**src/rtl/scan_chain_ctrl_if.sv**
```systemverilog
// Handshake and chain-control bundle between a requester/chain and scan_chain_ctrl.
// The master side drives the request and the chain's serial output; the slave is the controller.
interface scan_chain_ctrl_if #(
  parameter int LEN = 4
);
  logic           START;
  logic           INIT;
  logic [LEN-1:0] PI;
  logic [LEN-1:0] EXP;
  logic           SO;
  logic           SI;
  logic           SE;
  logic           CE;
  logic           SNO;
  logic           BUSY;
  logic           DONE;
  logic [LEN-1:0] PO;
  logic           PASS;

  modport master (
    output START, INIT, PI, EXP, SO,
    input  SI, SE, CE, SNO, BUSY, DONE, PO, PASS
  );

  modport slave (
    input  START, INIT, PI, EXP, SO,
    output SI, SE, CE, SNO, BUSY, DONE, PO, PASS
  );
endinterface

```
**src/rtl/scan_chain_ctrl.sv**
```systemverilog
// Load / optional preset / capture / unload sequencer for a LEN-stage mux-scan set-flop chain,
// comparing the unloaded word against an expected value behind a single start/done handshake.
module scan_chain_ctrl #(
  parameter int LEN = 4
) (
  input  logic             CK,
  input  logic             RN,
  scan_chain_ctrl_if.slave bus
);

  localparam int CW = (LEN > 2) ? $clog2(LEN) : 1;
  localparam logic [CW-1:0] LAST = CW'(LEN - 1);

  typedef enum logic [2:0] {
    S_IDLE,
    S_PRESET,
    S_SHIFT_IN,
    S_CAPTURE,
    S_SHIFT_OUT,
    S_DONE
  } state_t;

  state_t         state;
  state_t         state_next;
  logic [CW-1:0]  cnt;
  logic [LEN-1:0] pi_q;
  logic [LEN-1:0] exp_q;
  logic [LEN-1:0] po_q;
  logic           pass_q;

  // NOTE: sequential state is written only with non-blocking assignments so every
  // register samples pre-edge values regardless of process evaluation order.
  always_ff @(posedge CK) begin
    if (!RN) begin
      state <= S_IDLE;
    end else begin
      state <= state_next;
    end
  end

  always_comb begin
    // NOTE: a default for every comb-assigned signal up front keeps incomplete
    // case branches from inferring latches.
    state_next = state;
    unique case (state)
      S_IDLE: begin
        if (bus.START) begin
          state_next = bus.INIT ? S_PRESET : S_SHIFT_IN;
        end
      end
      S_PRESET:    state_next = S_SHIFT_IN;
      S_SHIFT_IN:  if (cnt == LAST) state_next = S_CAPTURE;
      S_CAPTURE:   state_next = S_SHIFT_OUT;
      S_SHIFT_OUT: if (cnt == LAST) state_next = S_DONE;
      S_DONE:      state_next = S_IDLE;
      default:     state_next = S_IDLE;
    endcase
  end

  // Counter restarts at 0 on every state change, so it never needs to wrap.
  always_ff @(posedge CK) begin
    if (!RN) begin
      cnt    <= '0;
      pi_q   <= '0;
      exp_q  <= '0;
      po_q   <= '0;
      pass_q <= 1'b0;
    end else begin
      if (state != state_next) begin
        cnt <= '0;
      end else if (state == S_SHIFT_IN || state == S_SHIFT_OUT) begin
        cnt <= cnt + CW'(1);
      end

      if (state == S_IDLE && bus.START) begin
        pi_q   <= bus.PI;
        exp_q  <= bus.EXP;
        po_q   <= '0;
        pass_q <= 1'b0;
      end

      // The last unload bit lands in PO[0]; fold it into the compare so PASS is
      // already valid in the DONE cycle.
      if (state == S_SHIFT_OUT) begin
        po_q[LAST - cnt] <= bus.SO;
        if (cnt == LAST) begin
          pass_q <= ({po_q[LEN-1:1], bus.SO} == exp_q);
        end
      end
    end
  end

  always_comb begin
    bus.SI   = 1'b0;
    bus.SE   = 1'b0;
    bus.CE   = 1'b0;
    bus.SNO  = 1'b1;
    bus.BUSY = 1'b0;
    bus.DONE = 1'b0;
    unique case (state)
      S_IDLE: ;
      S_PRESET: begin
        bus.SNO  = 1'b0;
        bus.BUSY = 1'b1;
      end
      S_SHIFT_IN: begin
        bus.SI   = pi_q[LAST - cnt];
        bus.SE   = 1'b1;
        bus.CE   = 1'b1;
        bus.BUSY = 1'b1;
      end
      S_CAPTURE: begin
        bus.CE   = 1'b1;
        bus.BUSY = 1'b1;
      end
      S_SHIFT_OUT: begin
        bus.SE   = 1'b1;
        bus.CE   = 1'b1;
        bus.BUSY = 1'b1;
      end
      S_DONE: begin
        bus.BUSY = 1'b1;
        bus.DONE = 1'b1;
      end
      default: ;
    endcase
  end

  assign bus.PO   = po_q;
  assign bus.PASS = pass_q;

endmodule

```
**src/flat_wrapper.sv**
```systemverilog
// flat-port wrapper written by rule: the top's interface ports become plain ports
module scan_chain_ctrl_flat 
#(
  parameter int LEN = 4
)
  (CK, RN, bus_START, bus_INIT, bus_PI, bus_EXP, bus_SO, bus_SI, bus_SE, bus_CE, bus_SNO, bus_BUSY, bus_DONE, bus_PO, bus_PASS);
  scan_chain_ctrl_if #(.LEN(LEN)) bus_i ();
  input  logic CK;
  input  logic RN;
  input wire logic [$bits(bus_i.START)-1:0] bus_START;
  input wire logic [$bits(bus_i.INIT)-1:0] bus_INIT;
  input wire logic [$bits(bus_i.PI)-1:0] bus_PI;
  input wire logic [$bits(bus_i.EXP)-1:0] bus_EXP;
  input wire logic [$bits(bus_i.SO)-1:0] bus_SO;
  output wire logic [$bits(bus_i.SI)-1:0] bus_SI;
  output wire logic [$bits(bus_i.SE)-1:0] bus_SE;
  output wire logic [$bits(bus_i.CE)-1:0] bus_CE;
  output wire logic [$bits(bus_i.SNO)-1:0] bus_SNO;
  output wire logic [$bits(bus_i.BUSY)-1:0] bus_BUSY;
  output wire logic [$bits(bus_i.DONE)-1:0] bus_DONE;
  output wire logic [$bits(bus_i.PO)-1:0] bus_PO;
  output wire logic [$bits(bus_i.PASS)-1:0] bus_PASS;
  assign bus_i.START = bus_START;
  assign bus_i.INIT = bus_INIT;
  assign bus_i.PI = bus_PI;
  assign bus_i.EXP = bus_EXP;
  assign bus_i.SO = bus_SO;
  assign bus_SI = bus_i.SI;
  assign bus_SE = bus_i.SE;
  assign bus_CE = bus_i.CE;
  assign bus_SNO = bus_i.SNO;
  assign bus_BUSY = bus_i.BUSY;
  assign bus_DONE = bus_i.DONE;
  assign bus_PO = bus_i.PO;
  assign bus_PASS = bus_i.PASS;
  scan_chain_ctrl #(.LEN(LEN)) u_core (.CK(CK), .RN(RN), .bus(bus_i));
endmodule
```
**config.mk**
```make
export PLATFORM = sky130hd
export DESIGN_NAME = scan_chain_ctrl_flat
export DESIGN_NICKNAME = d
export VERILOG_FILES = /design/src/rtl/scan_chain_ctrl_if.sv /design/src/rtl/scan_chain_ctrl.sv /design/src/flat_wrapper.sv
export SDC_FILE = /design/constraint.sdc
export NUM_CORES = 1
export LEC_CHECK = 0
export ABC_AREA = 1
export ABC_CLOCK_PERIOD_IN_PS = 1100
export CORE_MARGIN = 1.5
export CORE_UTILIZATION = 40
export DETAILED_ROUTE_END_ITERATION = 7
export DONT_BUFFER_PORTS = 1
export PLACE_DENSITY = 0.67
export SLEW_MARGIN = 15
export SYNTH_ARGS = -nofsm -noshare
export SYNTH_HDL_FRONTEND = slang
export SYNTH_SLANG_ARGS = --single-unit
```
**constraint.sdc**
```tcl
create_clock -name CK -period 1.1 [get_ports CK]
set_input_delay 0.22 -clock CK [delete_from_list [all_inputs] [get_ports CK]]
set_output_delay 0.22 -clock CK [all_outputs]
set_load 0.02 [all_outputs]
```
---- Word level (Yosys, flattened, before mapping) ----
Cells that the tools add are included.
storage, ports and cells
  logic and storage cells ................. 49
  flip-flop bits (word level) ............. 18
  bits of input ports ..................... 13
  output and inout port bits .............. 11
cells by class
  add/sub/neg operators ................... 2
  mux-type cells .......................... 22
  reduce and logical (&&, ||, !) cells .... 8
  $lt $le $gt $ge ......................... 2
  equality and inequality tests ........... 8
  bitwise gates (word level) .............. 1
operators with widths
  cell                                                         number
  case mux 3 bit (5 select lines)                              1
  2-to-1 mux 4 bit                                             3
  2-to-1 mux 1 bit                                             11
  2-to-1 mux 3 bit                                             3
  equality test 3 x 2 -> 1 bit (second input constant)         2
  equality test 3 bit (second input constant)                  2
  OR reduction 5 bit                                           1
  bitwise mux 4 bit                                            1
  equality test 4 bit                                          1
  OR reduction 2 bit                                           2
  equality test 3 x 1 -> 1 bit (second input constant)         1
  zero test 3 bit                                              1
  less-than comparator 2 x 3 -> 1 bit (second input constant)  1
  inequality test 3 bit                                        1
  OR reduction 3 bit                                           1
  adder 2 x 1 -> 2 bit (second input constant)                 1
  binary-select mux 1 bit (select 2 bit)                       1
  demux 1 bit (select 2 bit)                                   1
  equality test 2 bit (second input constant)                  1
  >= comparator 2 x 1 -> 1 bit (second input constant)         1
  logical AND 1 bit                                            2
  2-to-1 mux 2 bit                                             1
  subtractor 2 bit (first input constant)                      1
  logical OR 1 bit                                             1
  NOT 1 bit                                                    1

---- Longest topological paths before layout ----
Gate-level depths: netlist of run 1.
  word-level depth ........................ 7
  gate-level depth with buffers ........... 7

---- Worst setup path before layout of run 1 ----
Ideal clock, no wire load.
  path type ............................... register to output
  start ................................... register u_core.cnt[0]
  end ..................................... output bus_SI
  data arrival time ....................... 1.012 ns
  cell stages (with the launch flop) ...... 5
  path buffers ............................ 0
  path slack .............................. -0.132 ns
  cell sequence ........................... dfxtp_1 inv_1 a21oi_1 o21ai_0 a21oi_1
on the way
  longest elaborated chain between the ends .. 4
RTL lines
  element                                 RTL line                RTL
  start, declared                         scan_chain_ctrl.sv:25   logic [CW-1:0] cnt;
  start signal, assigned                  scan_chain_ctrl.sv:72   cnt <= cnt + CW'(1);
  subtractor 2 bit                        scan_chain_ctrl.sv:107  bus.SI = pi_q[LAST - cnt];
  binary-select mux 1 bit (select 2 bit)  scan_chain_ctrl.sv:107
  2-to-1 mux 1 bit (implied by the code)  scan_chain_ctrl.sv:107
  2-to-1 mux 1 bit                        scan_chain_ctrl.sv:100  unique case (state)
  end, declared                           flat_wrapper.sv:15      output wire logic [$bits(bus_i.SI)-1:0] bus_SI;
No other way between the ends. The select of a mux whose other input is x is not followed.

---- Final worst setup path of run 1 ----
Same ends and word-level chain as after synthesis.

==> results of run 1 <==
metrics by stage:
| step | hold WS, ns | worst slack (ns) | area [µm²] | cells |
|---|---|---|---|---|
| final | 0.01883 | -0.3354 | 1609 | 198 |
| after global routing | 0.002776 | -0.3970 | 1609 | 198 |
| after CTS | 0.01636 | -0.3417 | 1365 | 192 |
| after detailed placement | 0.3472 | -0.1382 | 1102 | 180 |
| after global placement | 0.3492 | -0.07549 | 1102 | 180 |
| after floorplan | 0.3673 | -0.09770 | 927.1 | 135 |
final cells by class:
| type | instances | share of cell area (%) |
|---|---|---|
| Sequential cell | 18 | 23.72 |
| Timing Repair Buffer | 34 | 19.13 |
| Clock buffer | 4 | 2.255 |
| Inverter | 20 | 6.065 |
| Multi-Input combinational cell | 94 | 46.66 |
| Tap cell | 28 | 2.177 |
worst max-delay path by stage:
stage | endpoint | slack (ns) | cells past startpoint | start
floorplan | bus_BUSY | -0.1 | 4 | u_core.state[1]$_SDFF_PN0_
global placement | bus_SI | -0.08 | 5 | u_core.cnt[0]$_SDFFE_PP0P_
detailed placement | bus_SI | -0.14 | 5 | u_core.cnt[0]$_SDFFE_PP0P_
CTS | bus_SI | -0.34 | 5 | u_core.cnt[0]$_SDFFE_PP0P_
global route | bus_SI | -0.40 | 5 | u_core.cnt[1]$_SDFFE_PP0P_
finish | bus_SI | -0.34 | 5 | u_core.cnt[0]$_SDFFE_PP0P_
power by group through the flow:
stage               Clock, mW  Sequential (mW)  Combinational, mW
floorplan                   0            0.727              0.196
global placement            0            0.728              0.282
detailed placement          0            0.730              0.290
CTS                     0.416            0.721              0.393
global route            0.453            0.735              0.545
finish                  0.423            0.730              0.511
registers in the layout (all words and copies together), names as in the netlist:
| name | cells |
|---|---|
| u_core.cnt | 2 |
| u_core.bus.PO | 4 |
| u_core.exp_q | 4 |
| u_core.pi_q | 4 |
| u_core.bus.PASS | 1 |
| u_core.state | 3 |
layer usage:
layer / GRT usage, % / wire [µm]
met5: 0 / 0
met3: 6.140 / 162
met1: 22.91 / 1327
met2: 36.36 / 1529
met4: 8.108 / 40
cells in the final DEF, fill, tap and decap left out, types with 6 or more instances in the layout:
| cell | instances |
|---|---|
| buf_6 | 8 |
| a21oi_2 | 12 |
| nand2_4 | 7 |
| nand2_1 | 17 |
| buf_4 | 23 |
| a21oi_1 | 6 |
| nor2_1 | 7 |
| dfxtp_1 | 9 |
| inv_1 | 13 |
| nand2_2 | 10 |
| o21ai_2 | 12 |
critical path, delay by kind of cell, from the launching register on:
kind / cells / cell delay [ns]
buffers and inverters: 2 / 0.19
AOI/OAI and AO/OA: 3 / 0.33
DFF: 1 / 0.39
cells by family after synthesis:
group	after synthesis	share of synthesized area [%]
AND/OR/NAND/NOR	57	26.69
AO/OA/AOI/OAI	32	17.34
adder cells (fa/ha/maj)	4	5.420
flip-flops	18	39.02
buffers and inverters	23	10.57
XOR/XNOR	1	0.9487
timing repair:
action | 4_1_cts | 5_1_grt
pin swaps | 9 | 19
gates resized for setup | 59 | 63
setup buffers | 8 | 7
endpoints found under the setup margin | 19 | 25
hold endpoints to repair | 0 | 1
gates cloned | 1 | 0
hold buffers | 0 | 1
==> summary.txt, run 1 <==
Final layout
  • # nets final: 188
  • Share of cells above drive strength 1: 64.71%
  • N_diodes: 0
  • Area occupied by multi-input gates: 750.7 µm²
  • Fill cell count: 156
  • Area growth, synth to finish: 74.25%
  • Final core utilization: 73.44%
  • Seq. cell area: 381.6 µm²

Power and ir drop
  • Max IR drop VDD: 951.2 µV
  • Switching Fraction: 32.12%
  • Final Power: 1.664 mW
  • Gate power share: 30.7%
  • Internal power: 1.130 mW
  • Clock Power Share: 25.4%
  • Reg power frac: 43.9%
  • Net switching power: 0.5345 mW
  • Leak: 0.6788 nW
  • Pwr dens: 1034 mW/mm²

Critical path
  • Worst R2R End: u_core.pi_q[2]$_SDFFE_PN0P_
  • Reg2reg start: u_core.state[0]$_SDFF_PN0_
  • CP required: 0.88 ns
  • Reg2reg path depth: 6
  • Crit-path most repeated cell: a21oi_2
  • Worst Setup Start Kind: register
  • Crit path capture type: primary output
  • Crit-path cells: inv_4, a21oi_2, o21ai_2, a21oi_2, buf_4
  • Worst endpoint data arrival time: 1.22 ns
  • Critical path type: register to primary output
  • Crit-path max FO: 3
  • Max incr delay on CP: 0.39 ns
  • Reg-to-reg slack, setup: -0.23 ns
  • Worst path slowest cell: dfxtp_4

STA
  • Worst Max-Slew Pin Slew: 0.2949 ns
  • Slew headroom: 80.32%
  • Final setup viols: 22
  • Skew final: 0.007172 ns
  • Slew Viols, Final: 0
  • Fin crit share: 130.5%
  • Hold Violations, Final: 0
  • Fin Setup TNS: -4.001 ns
  • Fin crit period: 1.435 ns
  • Fmax: 0.6967 GHz
  • Fin worst setup slack: -0.3354 ns
  • Unrepaired setup endpoints after global routing: true

Synthesis
  • Cells after Synth: 135
  • Post-synth net total: 152
  • Commonest cells in the synthesized netlist: nand2_1 (33), inv_1 (20), a21oi_1 (18), dfxtp_1 (18), o21ai_0 (14)
  • Mapped cell area: 923.4 µm²
  • Most frequent cell after synthesis: nand2_1
  • FF+latch count, synth: 18
  • Top_reg_cell synth: dfxtp_1
  • Post-synth top area share: 39.02%
  • Synth Warn #: 0
  • Synth unique cells: 16
  • Ranking of synthesized cells by area: dfxtp_1 (39%), nand2_1 (13%), a21oi_1 (9.8%)
  • Post-synth EDFFs: 0
  • Yosys top cell by area: dfxtp_1
  • Ys async rst share: 0%
  • Syn Area/Cell: 6.840 µm²
  • Register area share after synthesis: 39.02%

Drt
  • Drt total wl: 3059 µm
  • Residual DRC: 0
  • Vias post-DR: 1025
  • Drt pass-1 iters: 4
  • Routed vias/inst: 5.177
  • Post-DRT Antenna Nets: 0
  • First DRT Iteration DRCs: 19
  • Routed wire per std cell: 15.45 µm

Place
  • PortBufs: 0
  • Hpwl dp: 1487 µm
  • GPL Wtd Cong: 0.8376

CTS
  • Clock tree root driver cell: clkbuf_4
  • Clock Path Buffers: 2
  • CTS tree: built
  • CTS buffer count: 3
  • Sink Count: 18
  • H-tree level count: 1
  • Worst skew pair latency: 0.30 ns
  • Clock-pin slew on the worst setup and hold paths: 0.11 ns

Floorplanning
  • Die area: 0.002606 mm²
  • Row count: 17
  • I/O pins: 24
  • Core area: 0.002191 mm²
  • Die height: 51.05 µm
  • Starting Density: 42.15%
  • Die X: 51.05 µm

Global routing
  • First-pass GRT wire length: 3974 µm
  • Number of global-route vias before repair: 914
  • Pin count of the biggest net entering global routing: 13
  • Total gr overflow: 0
  • GRT Resource Usage Total: 20.58%
  • Antenna violations before repair: 0

Worst hold path
  • Hold/Removal Path Class: input port to register
  • Hold Startpoint: RN
  • Hold path cells: 2
  • Worst Hold Path EP: u_core.exp_q[2]$_SDFFE_PN0P_

Run status
  • Violations in the final reports: negative setup slack
  • Status: finished, violations left

Run
  • Maxcap violations: 0
(Power assumes the default switching activity.)
==> run 2: changes to the inputs <==
--- a/config.mk
+++ b/config.mk
@@ -11,7 +11,9 @@
 export CORE_UTILIZATION = 40
 export DETAILED_ROUTE_END_ITERATION = 7
 export DONT_BUFFER_PORTS = 1
+export MAX_ROUTING_LAYER = met4
 export PLACE_DENSITY = 0.67
+export RECOVER_POWER = 25
 export SLEW_MARGIN = 15
 export SYNTH_ARGS = -nofsm -noshare
 export SYNTH_HDL_FRONTEND = slang
==> run 2 against run 1 <==
Net effect:
- the flow still finishes with violations (negative setup slack)
- worst hold slack worse by 0.00072 ns
- design area unchanged
- sequential power about the same
- total power about the same
- critical path depth unchanged
- final cell count unchanged
- register-to-register slack about the same
- clock power about the same
- via count down 0.20%
- first-iteration DRC count down 5.3%
- largest cell class unchanged
==> summary.txt, run 2 (synthesized netlist as in run 1, its figures left out) <==
Run status
  • Status: finished, violations left
  • Violations in the final reports: negative setup slack

Final layout
  • Share of cells above drive strength 1: 64.71% (unchanged)
  • Fin area: 0.001609 mm² (unchanged)
  • Fill cell count: 156 (unchanged)
  • Final Non-Filler Cells: 198 (unchanged)
  • Commonest non-fill, non-tap cell in the layout: buf_4
  • N_diodes: 0 (unchanged)
  • Area growth, synth to finish: 74.25% (unchanged)
  • # nets final: 188 (unchanged)
  • Most frequent cells in the layout: buf_4 (23), nand2_1 (17), inv_1 (13)

Power and ir drop
  • Max IR drop VDD: 952.2 µV (+0.11%)
  • Pwr dens: 1035 mW/mm² (about the same)
  • Final Power: 1.665 mW (about the same)
  • Leak: 0.6788 nW (unchanged)

Run
  • Maxcap violations: 0 (unchanged)

Drt
  • Post-DRT Antenna Nets: 0 (unchanged)
  • Residual DRC: 0 (unchanged)
  • First DRT Iteration DRCs: 18 (-1)
  • Vias post-DR: 1023 (-0.20%)
  • Drt total wl: 3060 µm (about the same)
  • Routed vias/inst: 5.167 (-0.20%)
  • Routed wire per std cell: 15.45 µm (about the same)
  • Drt pass-1 iters: 4 (unchanged)

Critical path
  • Critical path type: register to primary output
  • Crit path capture type: primary output
  • Crit-path max FO: 3 (unchanged)
  • Worst endpoint data arrival time: 1.22 ns (about the same)
  • Worst Setup Start Kind: register
  • CP required: 0.88 ns (about the same)

CTS
  • Worst skew pair latency: 0.31 ns (about the same)
  • CTS tree: built
  • Sink Count: 18 (unchanged)
  • H-tree level count: 1 (unchanged)
  • Clock Path Buffers: 2 (unchanged)
  • Clock-pin slew on the worst setup and hold paths: 0.11 ns (about the same)
  • CTS buffer count: 3 (unchanged)
  • Clock tree root driver cell: clkbuf_4

STA
  • Fmax: 0.6960 GHz (about the same)
  • Fin worst setup slack: -0.3368 ns (-0.001383 ns)
  • Slew Viols, Final: 0 (unchanged)
  • Fin crit share: 130.6% (about the same)
  • Unrepaired setup endpoints after global routing: true
  • Hold Violations, Final: 0 (unchanged)
  • Slew headroom: 80.32% (about the same)
  • Worst Max-Slew Pin Slew: 0.2949 ns (-0.000005603 ns)
  • Skew final: 0.006556 ns (-0.0006156 ns)
  • Final setup viols: 22 (unchanged)
  • Fin crit period: 1.437 ns (+0.001383 ns)

Global routing
  • Busiest grt layer: met2
  • Number of global-route vias before repair: 915 (+0.11%)
  • Total gr overflow: 0 (unchanged)
  • First-pass GRT wire length: 3967 µm (-0.18%)
  • Antenna violations before repair: 0 (unchanged)
  • GR Util met1: 22.91% (unchanged)
  • GRT Resource Usage Total: 21.13% (+0.55 points)
  • Pin count of the biggest net entering global routing: 13 (unchanged)
  • Met3 Usage GRT: 6.140% (unchanged)
  • Met2 GRT Util: 36.36% (unchanged)

Floorplanning
  • I/O pins: 24 (unchanged)
  • Die height: 51.05 µm (unchanged)
  • Die X: 51.05 µm (unchanged)
  • Die area: 0.002606 mm² (unchanged)
  • Row count: 17 (unchanged)
  • Starting Density: 42.15% (unchanged)
  • Core area: 0.002191 mm² (unchanged)

Place
  • Area post-placement: 0.001102 mm² (unchanged)
  • Placed Cells: 180 (unchanged)
  • PortBufs: 0 (unchanged)
  • Hpwl dp: 1487 µm (unchanged)
  • GPL Wtd Cong: 0.8505 (+1.5%)

Worst hold path
  • Hold/Removal Path Class: input port to register
## run 2: layout make-up
cell class	instances	area (µm²)	share of cell area (%)
Timing Repair Buffer	34	307.8	19.13
Tap cell	28	35.03	2.177
Multi-Input combinational cell	94	750.7	46.66
Clock buffer	4	36.28	2.255
Sequential cell	18	381.6	23.72
Inverter	20	97.59	6.065
## run 2: per-stage QoR
step | setup slack [ns] | setup TNS (ns) | utilization (%) | hold slack, ns
after detailed placement | -0.1382 | -1.000 | 50.31 | 0.3472
after global placement | -0.07549 | -0.3992 | 50.31 | 0.3492
after CTS | -0.3417 | -2.018 | 62.31 | 0.01636
after floorplan | -0.09770 | -0.2358 | - | 0.3673
final | -0.3368 | -4.006 | 73.44 | 0.01811
after global routing | -0.3970 | -4.766 | 73.44 | 0.002779
## run 2: path summary, 6_finish.rpt
check | startpoint | to | slack (ns) | cells after the start
max | u_core.cnt[0]$_SDFFE_PP0P_ | bus_SI | -0.34 | 5
min | RN | u_core.exp_q[2]$_SDFFE_PN0P_ | 0.02 | 2
max reg2reg | u_core.state[0]$_SDFF_PN0_ | u_core.pi_q[2]$_SDFFE_PN0P_ | -0.23 | 6
min reg2reg | u_core.exp_q[2]$_SDFFE_PN0P_ | u_core.exp_q[2]$_SDFFE_PN0P_ | 0.47 | 2
## run 2: per-layer routing
metal	wire, µm	up-vias
li1	-	506
met1	1337	486
met2	1540	25
met3	149	6
met4	34	0
met5	0	-
## run 2: timing repair
action,in CTS,in global routing
gates resized for setup,59,63
endpoints found under the hold margin,0,1
cloned,1,0
setup buffers,8,7
setup endpoints to repair,19,25
hold buffers,0,1
pin swaps,9,19
## run 2: worst max-delay path: stages (launching register included)
cell and delay (ns):
dfxtp_4 0.39, inv_4 0.04, a21oi_2 0.12, o21ai_2 0.08
a21oi_2 0.13, buf_4 0.15
## run 2: where the power goes
| part | switching, mW | total [mW] | internal, mW |
|---|---|---|---|
| clock network | 0.221 | 0.423 | 0.202 |
| logic | 0.272 | 0.511 | 0.240 |
| registers | 0.0424 | 0.730 | 0.688 |
| total | 0.535 | 1.66 | 1.13 |
==> run 3: changes to the inputs <==
--- a/config.mk
+++ b/config.mk
@@ -11,6 +11,7 @@
 export CORE_UTILIZATION = 40
 export DETAILED_ROUTE_END_ITERATION = 7
 export DONT_BUFFER_PORTS = 1
+export GPL_ROUTABILITY_DRIVEN = 0
 export MAX_ROUTING_LAYER = met4
 export PLACE_DENSITY = 0.67
 export RECOVER_POWER = 25
==> constraint.sdc (replaced) <==
create_clock -name CK -period 1.1 [get_ports CK]
set_input_delay 0.22 -clock CK [delete_from_list [all_inputs] [get_ports CK]]
set_output_delay 0.22 -clock CK [all_outputs]
set_load 0.1 [all_outputs]
==> run 3 against run 2 <==
Net effect:
- the run still ends with negative setup slack left
- non-clock buffer count rose by 9
- clock-buffer cell count unchanged
- sequential share of layout area fell by 1.8 points
- final cell count increased by 4.5%
- design area is 12% higher
- die area unchanged
==> summary.txt, run 3 (synthesized netlist as in run 1, its figures left out) <==
Power and ir drop
  • Final Power: 1.889 mW (+13%)
  • Leak: 0.7306 nW (+7.6%)
  • Pwr dens: 1050 mW/mm² (+1.5%)
  • Max IR drop VDD: 955.8 µV (+0.37%)

Final layout
  • Area growth, synth to finish: 94.85%
  • Commonest non-fill, non-tap cell in the layout: nand2_1
  • # nets final: 197 (+4.8%)
  • N_diodes: 0 (unchanged)
  • Share of cells above drive strength 1: 62.01% (-2.7 points)
  • Fill cell count: 137 (-12%)
  • Most frequent cells in the layout: nand2_1 (23), buf_4 (20), inv_1 (13)

Drt
  • Residual DRC: 0 (unchanged)
  • Drt total wl: 3293 µm (+7.6%)
  • Routed wire per std cell: 15.91 µm (+2.9%)
  • Drt pass-1 iters: 4 (unchanged)
  • Wire length on met2: 1614 µm (+4.8%)
  • Vias post-DR: 1088 (+6.4%)
  • Top sig layer: met4
  • First DRT Iteration DRCs: 16 (-2)
  • DR WL met3: 209 µm (+40%)
  • Post-DRT Antenna Nets: 0 (unchanged)
  • Routed vias/inst: 5.256 (+1.7%)
  • Met1 Wirelength: 1363 µm (+1.9%)

CTS
  • Clock Path Buffers: 2 (unchanged)
  • Worst skew pair latency: 0.31 ns (about the same)
  • CTS tree: built
  • H-tree level count: 1 (unchanged)
  • Clock tree root driver cell: clkbuf_4
  • Clock-pin slew on the worst setup and hold paths: 0.11 ns (about the same)
  • Sink Count: 18 (unchanged)
  • CTS buffer count: 3 (unchanged)
  • # hold bufs at CTS: 0 (unchanged)

Floorplanning
  • Die area: 0.002606 mm² (unchanged)
  • Core area: 0.002191 mm² (unchanged)
  • Die height: 51.05 µm (unchanged)
  • Die X: 51.05 µm (unchanged)
  • Row count: 17 (unchanged)
  • I/O pins: 24 (unchanged)
  • Starting Density: 42.15% (unchanged)

Global routing
  • Number of global-route vias before repair: 1026 (+12%)
  • Antenna violations before repair: 0 (unchanged)
  • GRT Resource Usage Total: 24.65% (+3.5 points)
  • Pin count of the biggest net entering global routing: 14 (+1)
  • First-pass GRT wire length: 4588 µm (+16%)
  • Total gr overflow: 0 (unchanged)

STA
  • Fin crit share: 139.8% (+9.2 points)
  • Unrepaired setup endpoints after global routing: true
  • Fin crit period: 1.538 ns (+0.1015 ns)
  • Fmax: 0.6501 GHz (-6.6%)
  • Slew Viols, Final: 0 (unchanged)
  • Worst Max-Slew Pin Slew: 0.2598 ns (-0.03510 ns)
  • Fin worst setup slack: -0.4383 ns (-0.1015 ns)
  • Fin Setup TNS: -5.382 ns (-1.376 ns)
  • Skew final: 0.002026 ns (-0.004530 ns)
  • Hold Violations, Final: 0 (unchanged)
  • Final setup viols: 23 (+4.5%)
  • Slew headroom: 82.66% (+2.3 points)

Critical path
  • Crit path capture type: primary output
  • Crit-path max FO: 3 (unchanged)
  • Worst endpoint data arrival time: 1.32 ns (+0.10 ns)
  • Worst Setup Start Kind: register
  • CP required: 0.88 ns (about the same)
  • Critical path type: register to primary output

Place
  • PortBufs: 0 (unchanged)
  • Hpwl dp: 1776 µm (+19%)

Worst hold path
  • Hold/Removal Path Class: input port to register

Run
  • Maxcap violations: 0 (unchanged)

Run status
  • Status: finished, violations left
  • Violations in the final reports: negative setup slack
## run 3: cell count changes in the layout (fill, tap and decap cells not counted), sizes merged
cell,delta
buf,+9
dlygate4sd3,-1
clkbuf,+1
## run 3: repair_timing
action	CTS	global route
pin swaps	11	10
hold endpoints to repair	0	0
endpoints found under the setup margin	25	25
setup buffers	8	7
gates resized for setup	54	38
cloned	0	1
## run 3: worst max-delay path, stage by stage (launching register included)
cell and delay (ns):
dfxtp_4 0.40, inv_4 0.05, a21oi_4 0.13, o21ai_4 0.08
a21oi_4 0.16, buf_12 0.19
## run 3: worst paths after layout
check | startpoint | endpoint | slack (ns) | cells after the start
worst max-delay path | u_core.cnt[0]$_SDFFE_PP0P_ | bus_SI | -0.44 | 5
worst min-delay path | RN | u_core.exp_q[2]$_SDFFE_PN0P_ | 0.01 | 2
worst max register to register | u_core.cnt[0]$_SDFFE_PP0P_ | u_core.cnt[1]$_SDFFE_PP0P_ | -0.40 | 8
worst min register to register | u_core.exp_q[2]$_SDFFE_PN0P_ | u_core.exp_q[2]$_SDFFE_PN0P_ | 0.48 | 2
## run 3: final cells by class
type / instances / area (µm²) / share of cell area [%]
clock buffers: 4 / 36.28 / 2.017
inverters: 20 / 87.58 / 4.868
multi-input cells: 94 / 723.2 / 40.19
flip-flops and latches: 18 / 394.1 / 21.91
well taps: 28 / 35.03 / 1.947
repair buffers: 43 / 523.0 / 29.07
## run 3: metrics by stage
stage / hold slack [ns] / cell area (µm²) / utilization, % / setup slack [ns] / cells
5_1_grt: 0.0001792 / 1799 / 82.12 / -0.4764 / 207
3_3_place_gp: 0.3368 / 1328 / 60.59 / -0.1369 / 188
2_1_floorplan: 0.3598 / 1005 / - / -0.3388 / 135
4_1_cts: 0.02235 / 1572 / 71.73 / -0.3955 / 200
3_5_place_dp: 0.3555 / 1328 / 60.59 / -0.1683 / 188
6_report: 0.01332 / 1799 / 82.12 / -0.4383 / 207
## run 3: layer usage
metal	up-vias	GRT usage, %
li1	519	-
met1	504	28.28
met2	50	40.48
met3	15	5.556
met4	0	12.16
met5	-	-
## run 3: where the power goes
part	internal, mW	leakage (nW)	switching, mW
Sequential	0.679	0.155	0.0407
Combinational	0.321	0.555	0.415
Clock	0.202	0.0210	0.231
Total	1.20	0.731	0.687
